<file path="config.mk">
export PLATFORM = sky130hd
export DESIGN_NAME = mux16_rr_scheduler_flat
export DESIGN_NICKNAME = d
export VERILOG_FILES = /design/src/rtl/mux16_rr_scheduler_pkg.sv /design/src/rtl/mux16_rr_scheduler_if.sv /design/src/rtl/mux16_rr_scheduler_rr_pick16.sv /design/src/rtl/mux16_rr_scheduler.sv /design/src/flat_wrapper.sv
export SDC_FILE = /design/constraint.sdc
export NUM_CORES = 1
export LEC_CHECK = 0
export ABC_CLOCK_PERIOD_IN_PS = 5030
export CORE_ASPECT_RATIO = 0.5
export CORE_MARGIN = 2
export CORE_UTILIZATION = 47
export DETAILED_ROUTE_END_ITERATION = 16
export PLACE_DENSITY = 0.79
export SYNTH_ARGS = -nofsm -noshare
export SYNTH_HDL_FRONTEND = slang
export SYNTH_HIERARCHICAL = 1
export SYNTH_SLANG_ARGS = --single-unit
</file>
<file path="constraint.sdc">
create_clock -name clk -period 5.03 [get_ports clk]
set_clock_uncertainty 0.2 [all_clocks]
set_input_delay 1.2575 -clock clk [delete_from_list [all_inputs] [get_ports clk]]
set_output_delay 1.2575 -clock clk [all_outputs]
set_load 0.02 [all_outputs]
</file>
<file path="src/rtl/mux16_rr_scheduler_pkg.sv">
// mux16_rr_scheduler_pkg: sizes and FSM encoding shared by the round-robin mux scheduler
package mux16_rr_scheduler_pkg;
    localparam int N_REQ = 16;
    localparam int SEL_W = 4;
    localparam int MAX_BURST = 4;
    localparam int CNT_W = $clog2(MAX_BURST) + 1;
    typedef enum logic {IDLE = 1'b0, GRANT = 1'b1} state_t;
endpackage

</file>
<file path="src/rtl/mux16_rr_scheduler_if.sv">
// mux16_rr_scheduler_if: requester bank, consumer stream and arbitration status signals
interface mux16_rr_scheduler_if;
    import mux16_rr_scheduler_pkg::*;
    logic [N_REQ-1:0] req;
    logic [N_REQ-1:0] w;
    logic [N_REQ-1:0] grant;
    logic out_ready;
    logic out_valid;
    logic out_data;
    logic busy;
    logic [SEL_W-1:0] out_src;
    logic [SEL_W-1:0] sel;
    modport master(output req, w, out_ready, input out_valid, out_data, out_src, sel, grant, busy);
    modport slave(input req, w, out_ready, output out_valid, out_data, out_src, sel, grant, busy);
endinterface

</file>
<file path="src/rtl/mux16_rr_scheduler_rr_pick16.sv">
// mux16_rr_scheduler_rr_pick16: first set req bit at or after last+1, wrapping 15->0
module mux16_rr_scheduler_rr_pick16
    import mux16_rr_scheduler_pkg::*;
(
    input  logic [N_REQ-1:0] req,
    input  logic [SEL_W-1:0] last,
    output logic [SEL_W-1:0] pick,
    output logic             any
);
    logic [SEL_W-1:0] start;
    logic [SEL_W-1:0] idx;
    logic [2*N_REQ-1:0] dbl;
    logic [N_REQ-1:0] rot;
    assign start = last + SEL_W'(1);
    assign dbl = {req, req} >> start;
    assign rot = dbl[N_REQ-1:0];
    assign any = |req;
    // lowest set bit of the rotated vector wins
    always_comb begin
        idx = '0;
        for (int i = N_REQ - 1; i >= 0; i--) if (rot[i]) idx = SEL_W'(i);
    end
    assign pick = start + idx;
endmodule

</file>
<file path="src/rtl/mux16_rr_scheduler.sv">
// mux16_rr_scheduler: round-robin owner of a 16:1 bit mux, streaming up to MAX_BURST beats per grant
module mux16_rr_scheduler
    import mux16_rr_scheduler_pkg::*;
(
    input logic clk,
    input logic rst_n,
    mux16_rr_scheduler_if.slave bus
);
    state_t state, state_d;
    logic [SEL_W-1:0] sel, sel_d, last, last_d, pick, pick_last;
    logic [N_REQ-1:0] grant, grant_d;
    logic [CNT_W-1:0] beat_cnt, cnt_d;
    logic any, owner_req, beat, done;
    assign owner_req = bus.req[sel];
    assign bus.busy = state == GRANT;
    assign bus.out_valid = bus.busy & owner_req;
    assign bus.out_data = bus.w[sel];
    assign bus.out_src = sel;
    assign bus.sel = sel;
    assign bus.grant = grant;
    assign beat = bus.out_valid & bus.out_ready;
    assign done = bus.busy & (~owner_req | (beat & (beat_cnt == CNT_W'(MAX_BURST - 1))));
    // on release the outgoing owner becomes lowest priority for the same-edge handover
    assign pick_last = bus.busy ? sel : last;
    mux16_rr_scheduler_rr_pick16 u_pick (
        .req  (bus.req),
        .last (pick_last),
        .pick (pick),
        .any  (any)
    );
    always_ff @(posedge clk or negedge rst_n) begin
        if (!rst_n) begin
            state <= IDLE;
            sel <= '0;
            grant <= '0;
            beat_cnt <= '0;
            last <= '1;
        end else begin
            state <= state_d;
            sel <= sel_d;
            grant <= grant_d;
            beat_cnt <= cnt_d;
            last <= last_d;
        end
    end
    always_comb begin
        state_d = state;
        sel_d = sel;
        grant_d = grant;
        cnt_d = beat_cnt;
        last_d = last;
        if (state == IDLE || done) begin
            last_d = done ? sel : last;
            state_d = any ? GRANT : IDLE;
            sel_d = any ? pick : sel;
            grant_d = any ? (N_REQ'(1) << pick) : '0;
            cnt_d = '0;
        end else if (beat) begin
            cnt_d = beat_cnt + CNT_W'(1);
        end
    end
endmodule

</file>
<file path="src/flat_wrapper.sv">
// flat-port wrapper written by rule: the top's interface ports become plain ports
module mux16_rr_scheduler_flat import mux16_rr_scheduler_pkg::*;
  (clk, rst_n, bus_req, bus_w, bus_out_ready, bus_out_valid, bus_out_data, bus_out_src, bus_sel, bus_grant, bus_busy);
  mux16_rr_scheduler_if bus_i ();
  input logic clk;
  input logic rst_n;
  input wire logic [$bits(bus_i.req)-1:0] bus_req;
  input wire logic [$bits(bus_i.w)-1:0] bus_w;
  input wire logic [$bits(bus_i.out_ready)-1:0] bus_out_ready;
  output wire logic [$bits(bus_i.out_valid)-1:0] bus_out_valid;
  output wire logic [$bits(bus_i.out_data)-1:0] bus_out_data;
  output wire logic [$bits(bus_i.out_src)-1:0] bus_out_src;
  output wire logic [$bits(bus_i.sel)-1:0] bus_sel;
  output wire logic [$bits(bus_i.grant)-1:0] bus_grant;
  output wire logic [$bits(bus_i.busy)-1:0] bus_busy;
  assign bus_i.req = bus_req;
  assign bus_i.w = bus_w;
  assign bus_i.out_ready = bus_out_ready;
  assign bus_out_valid = bus_i.out_valid;
  assign bus_out_data = bus_i.out_data;
  assign bus_out_src = bus_i.out_src;
  assign bus_sel = bus_i.sel;
  assign bus_grant = bus_i.grant;
  assign bus_busy = bus_i.busy;
  mux16_rr_scheduler u_core (.clk(clk), .rst_n(rst_n), .bus(bus_i));
endmodule
</file>
; ---- Word level (Yosys, flattened, before mapping)
; Index checks and enable logic that the tools add are counted.
[op_classes]
addsub = 3
order_cmp = 1
eq_ne = 1
shifts = 2
n_mux = 25
n_bitwise = 7
reduce_logical = 5
[op_table]
columns = operator, count
row1 = 4-bit 2-to-1 mux, 17
row2 = 32-bit by 4-bit right shift with 16-bit output, 1
row3 = 16-bit 2-to-1 mux, 1
row4 = 16-bit OR reduction, 1
row5 = 1-bit by 4-bit left shift with 16-bit output (first input constant), 1
row6 = 1-bit binary-select mux with 4-bit select, 2
row7 = 3-bit 2-to-1 mux, 2
row8 = 4-bit by 5-bit < comparator with 1-bit output (second input constant), 1
row9 = 4-bit by 1-bit adder with 4-bit output (second input constant), 1
row10 = 4-bit adder, 1
row11 = 1-bit AND, 4
row12 = 2-bit AND reduction, 2
row13 = 3-bit by 1-bit adder with 3-bit output (second input constant), 1
row14 = 3-bit by 2-bit equality test with 1-bit output (second input constant), 1
row15 = 1-bit 2-to-1 mux, 3
row16 = 1-bit NOT, 2
row17 = 2-bit nonzero test, 1
row18 = 1-bit logical OR, 1
row19 = 1-bit bitwise OR, 1
[totals]
reg_bits = 28
input_bits = 35
out_inout_bits = 27
wordCells = 49

; ---- Logic depth before layout (Yosys ltp)
[logic_depth]
depth_word = 22
depth_mapped = 21
depth_no_buf = 16

; ---- Modules after synthesis
; Netlist, hierarchy kept.
[by_module_without_submodules]
columns = module, instances, cells_each, area_each_um2, seq_area_each_um2
row1 = mux16_rr_scheduler, 1, 143, 1719.1, 705.7
row2 = mux16_rr_scheduler_rr_pick16, 1, 103, 1194.9, 0.0

; ---- Worst setup path before layout
; No wires, ideal clock.
[synth_path]
path_type = register to register
from = reg u_core.state, in the netlist u_core/bus.busy
to = reg u_core.grant[6], in the netlist u_core/bus.grant[6]
setup_ns = 0.125
t_arrival_ns = 4.918
required_time_ns = 4.705
setup_slack_ns = -0.213
path_stages_with_launch = 21
path_buffers = 4
synth_period_minus_slack_ns = 5.243
cell_sequence = dfrtp_1 > clkbuf_1 > mux2_2 > ha_1 > buf_6 > buf_6 > mux4_2 > mux2_2 > mux2_2 > a211oi_1 > o21ai_1 > a21oi_1 > ha_1 > a21o_1 > a21oi_1 > xnor2_1 > xnor2_1 > clkbuf_1 > nand2b_1 > nor2_1 > mux2_4
[synth_between]
elab_chain_len = 22
word_cells_on_any_way = 29
classes_between = add/sub: 2 / shift: 2 / mux: 18 / bitwise: 6 / reduce/logical: 1
[synth_lines]
columns = element, line
row1 = start: declaration, mux16_rr_scheduler.sv:9  ; state_t state, state_d;
row2 = start signal: assignment, mux16_rr_scheduler.sv:39  ; state <= state_d;
row3 = 4-bit 2-to-1 mux *, mux16_rr_scheduler.sv:24  ; assign pick_last = bus.busy ? sel : last;
row4 = net u_core.pick_last[1], mux16_rr_scheduler.sv:10  ; logic [SEL_W-1:0] sel, sel_d, last, last_d, pick, pick_last;
row5 = 4-bit by 1-bit adder with 4-bit output *, mux16_rr_scheduler_rr_pick16.sv:14  ; assign start = last + SEL_W'(1);
row6 = 32-bit by 4-bit right shift with 16-bit output, mux16_rr_scheduler_rr_pick16.sv:15  ; assign dbl = {req, req} >> start;
row7 = 4-bit 2-to-1 mux (16 in a row), mux16_rr_scheduler_rr_pick16.sv:21  ; for (int i = N_REQ - 1; i >= 0; i--) if (rot[i]) idx = SEL_W'(i);
row8 = 4-bit adder *, mux16_rr_scheduler_rr_pick16.sv:23  ; assign pick = start + idx;
row9 = net u_core.pick[3], mux16_rr_scheduler.sv:10
row10 = 1-bit by 4-bit left shift with 16-bit output *, mux16_rr_scheduler.sv:56  ; grant_d = any ? (N_REQ'(1) << pick) : '0;
row11 = 16-bit 2-to-1 mux *, mux16_rr_scheduler.sv:56
row12 = end signal: assignment, mux16_rr_scheduler.sv:41  ; grant <= grant_d;
row13 = end: declaration, mux16_rr_scheduler.sv:11  ; logic [N_REQ-1:0] grant, grant_d;
; Mark *: on every way through the listed nets, which the timed path passes. The rest lies on a longest branch.
; A chain may end at the register's enable or synchronous reset.

; ---- Worst setup path in the final report
[layout_path]
from = in bus_req[2]
to = reg u_core.grant[5], in the netlist u_core/bus.grant[5]
[layout_between]
elab_chain_len = 20
word_cells_on_any_way = 30
classes_between = add/sub: 1 / shift: 2 / mux: 19 / bitwise: 6 / reduce/logical: 2
[layout_lines]
columns = element, line
row1 = start: declaration, flat_wrapper.sv:7  ; input wire logic [$bits(bus_i.req)-1:0] bus_req;
row2 = 32-bit by 4-bit right shift with 16-bit output *, mux16_rr_scheduler_rr_pick16.sv:15
row3 = 4-bit 2-to-1 mux (15 in a row), mux16_rr_scheduler_rr_pick16.sv:21
row4 = 4-bit 2-to-1 mux *, mux16_rr_scheduler_rr_pick16.sv:21
row5 = 4-bit adder *, mux16_rr_scheduler_rr_pick16.sv:23
row6 = net u_core.pick[2], mux16_rr_scheduler.sv:10
row7 = 1-bit by 4-bit left shift with 16-bit output *, mux16_rr_scheduler.sv:56
row8 = 16-bit 2-to-1 mux *, mux16_rr_scheduler.sv:56
; Mark *: on every way through the listed nets, which the timed path passes. The rest lies on a longest branch. The select of a mux whose other input is x is not followed.

==> impl_metrics.tcl <==
set metrics [dict create \
    status "completed" \
    syn_inst 246 \
    yosysSeqAreaShare 0.2422 \
    crit_path_top_delay_cell "mux4_2" \
    grt_pass1_vias 2554 \
    r2r_cells 14 \
    synth_top_flop_cell "dfrtp_1" \
    root_buffer "clkbuf_16" \
    ys_types 56 \
    synth_top_area_cell "dfrtp_1" \
    areaGrowthSynthToFinish_pct 40.53 \
    dp.cells 426 \
    finalCritPeriodShare 0.9816 \
    synthTopCellsByArea "dfrtp_1 (21%), mux2i_1 (12%), mux4_2 (11%), mux2_2 (8.5%), mux4_1 (6.3%)" \
    grt_pass1_wl_um 12680 \
    grt_max_degree 27 \
    drt-wirelength-per-cell_um 18.24 \
    holdPathStages 1 \
    port_buffers 61 \
    cts.sinks 28 \
    wl_met1_um 3450 \
    synth_area_per_cell_sq_um 11.85 \
    cp_cell_sequence "clkdlybuf4s50_1 > mux4_2 > mux2_1 > mux2i_2 > o211ai_1 > a211oi_2 > o22ai_2 > ha_2 > fa_1 > xor2_2 > nand3_1 > nor3_1 > mux2_2" \
    hold_class "flop to flop" \
    reg2reg_slack_ps 300 \
    wl_met3_um 204 \
    synth_area_sq_um 2914 \
    yosysWarnings 6 \
    crit_path_max_fanout 4 \
    hold_violations 0 \
    critPathLaunchType "input pin" \
    synthArstFlopShare 1.000 \
    drt_wl_total_um 7899 \
    cts_buffer_depth 2 \
    synth_common_cells "mux2i_1 (35), dfrtp_1 (24), mux2_2 (22)" \
    dp_slack_ps -338.5 \
    timing.rr.end "u_core/bus.grant[5]$_DFFE_PN0P_" \
    post-dp-hpwl_um 6160 \
    drcViolationCount 0 \
    die_height_um 59.68 \
    gp_congestion 0.8773 \
    ys_seq_elements 28 \
    dieArea_sq_um 6884 \
    routed-via-count 2442 \
    critPathMaxStageDelay_ps 500 \
    r2r_start "u_core/bus.busy$_DFFE_PN0P_" \
    synth_edf_count 0 \
    std_cell_rows 20 \
    cts_inserted_buffers 3 \
    final_util 0.6790 \
    top_layer_used "met4" \
    antenna_found_initial 0 \
    dieWidth_um 115.4 \
    htreeDepth 1 \
    coreArea_sq_um 6031 \
    final_cells 433 \
    relSlewSlack 0.2451 \
    antenna_cells 0 \
    arrival_ps 4940 \
    setup_slack_ps 92.39 \
    start_util 0.4832 \
    syn_nets 288 \
    num_io_pins 62 \
    hp-start "u_core/last[3]$_DFFE_PN1P_" \
    holdWs_ps 296.8 \
    finalSetupViolations 0 \
    nets 388 \
    grt.overflow.total 0 \
    cts_tree "yes" \
    grt_use_total 0.2377 \
    report.final.slew_viol_count 0 \
    routed-wl-met2_um 4071 \
    hold_end "u_core/last[3]$_DFFE_PN1P_" \
    drtAntennaViolNets 0 \
    vias_per_cell 5.640 \
    drt_pass1_iterations 4 \
    path_clk_slew_ps 70 \
    tightestPinTransition_ps 1129 \
    synth_top_cell_area_share 0.2061 \
    cap_violations 0 \
    drive_gt1_frac 0.4377 \
    cp-end-kind "flop" \
    clk_latency_ps 260 \
    cp.required_ps 5030 \
    fin_crit_ps 4938 \
    synth.most_common_cell "mux2i_1" \
    fmax_mhz 202.5 \
    worst-setup-path-type "input pin to flop" \
    drt-initial-drc-count 131 \
]
[metal layers]
| metal | track usage | up-vias |
|---|---|---|
| met3 | 0.02840 | 18 |
| met2 | 0.4144 | 57 |
| met4 | 0.08778 | 0 |
| met5 | 0 | - |
| met1 | 0.3117 | 1231 |
| li1 | - | 1136 |
[cell type report]
cell class | count | area, sq um
Fill cell | 429 | 1936
Tap cell | 88 | 110.1
Multi-Input combinational cell | 194 | 2136
Clock buffer | 4 | 88.84
Sequential cell | 28 | 705.7
Inverter | 7 | 26.28
Timing Repair Buffer | 112 | 1028
[how the worst max path moves through the flow]
| stage | start | to | slack, ps | cells past startpoint |
|---|---|---|---|---|
| floorplan | u_core/bus.out_src[0]$_DFFE_PN0P_ | u_core/bus.grant[6]$_DFFE_PN0P_ | 20 | 21 |
| global route | bus_req[2] | u_core/bus.grant[10]$_DFFE_PN0P_ | -60 | 17 |
| CTS | bus_req[15] | u_core/bus.grant[1]$_DFFE_PN0P_ | 5 | 15 |
| global placement | bus_req[11] | u_core/bus.grant[8]$_DFFE_PN0P_ | -200 | 15 |
| finish | bus_req[2] | u_core/bus.grant[5]$_DFFE_PN0P_ | 90 | 13 |
| detailed placement | bus_req[5] | u_core/bus.grant[1]$_DFFE_PN0P_ | -340 | 14 |
[through the flow]
step	cell area (sq um)	TNS, ps
3_3_place_gp	3844	-2412
5_1_grt	4095	-432.9
4_1_cts	3954	0
3_5_place_dp	3844	-4150
2_1_floorplan	2920	0
6_report	4095	0
[worst max-delay path, delay by kind of cell]
| kind | cells | cell delay [ps] |
|---|---|---|
| AOI/OAI and AO/OA | 3 | 560 |
| xor gates and xnor gates | 1 | 280 |
| and+or+nand+nor | 2 | 450 |
| muxes | 4 | 1300 |
| buffers and inverters | 1 | 470 |
| adders and majority gates | 2 | 610 |
[timing repair]
action | CTS | global route
hold buffers | 0 | 0
pin swaps | 1 | 9
cloned | 0 | 0
setup endpoints to repair | 12 | 16
resized for setup | 5 | 45
buffers inserted | 0 | 3
[layout by cell type (no fill, tap or decap), drive strengths merged, types with 2 or more instances in the layout]
master	instances
a221oi	2
nor2b	3
nand3	4
xnor2	2
xor2	3
buf	51
a22oi	2
dlymetal6s2s	14
mux2	33
a2111oi	2
mux2i	36
clkbuf	4
a211oi	2
clkdlybuf4s50	47
inv	7
dfrtp	24
nand2b	5
nor3b	2
a21oi	8
nand2	10
nand3b	2
dfstp	4
nand4	3
mux4	21
nor3	6
nor4	4
nor2	18
or2	2
o21ai	4
o211ai	3
ha	6
nor4b	2
[sequential cells by signal, summed over array words and instances (netlist names)]
register,flops
u_core/bus.grant,16
u_core/bus.busy,1
u_core/beat_cnt,3
u_core/last,4
u_core/bus.out_src,4
[cells by family after synthesis]
| kind of cell | Yosys count | share of synthesized area |
|---|---|---|
| AOI/OAI and AO/OA | 27 | 0.07557 |
| muxes | 90 | 0.4371 |
| DFF | 28 | 0.2422 |
| and+or+nand+nor | 65 | 0.1262 |
| adders and majority gates | 7 | 0.03263 |
| xor gates and xnor gates | 5 | 0.02405 |
| buffers and inverters | 24 | 0.06226 |
Power is not shown: default switching activity piles up to over one toggle a cycle in this logic, so the estimate is an artifact.
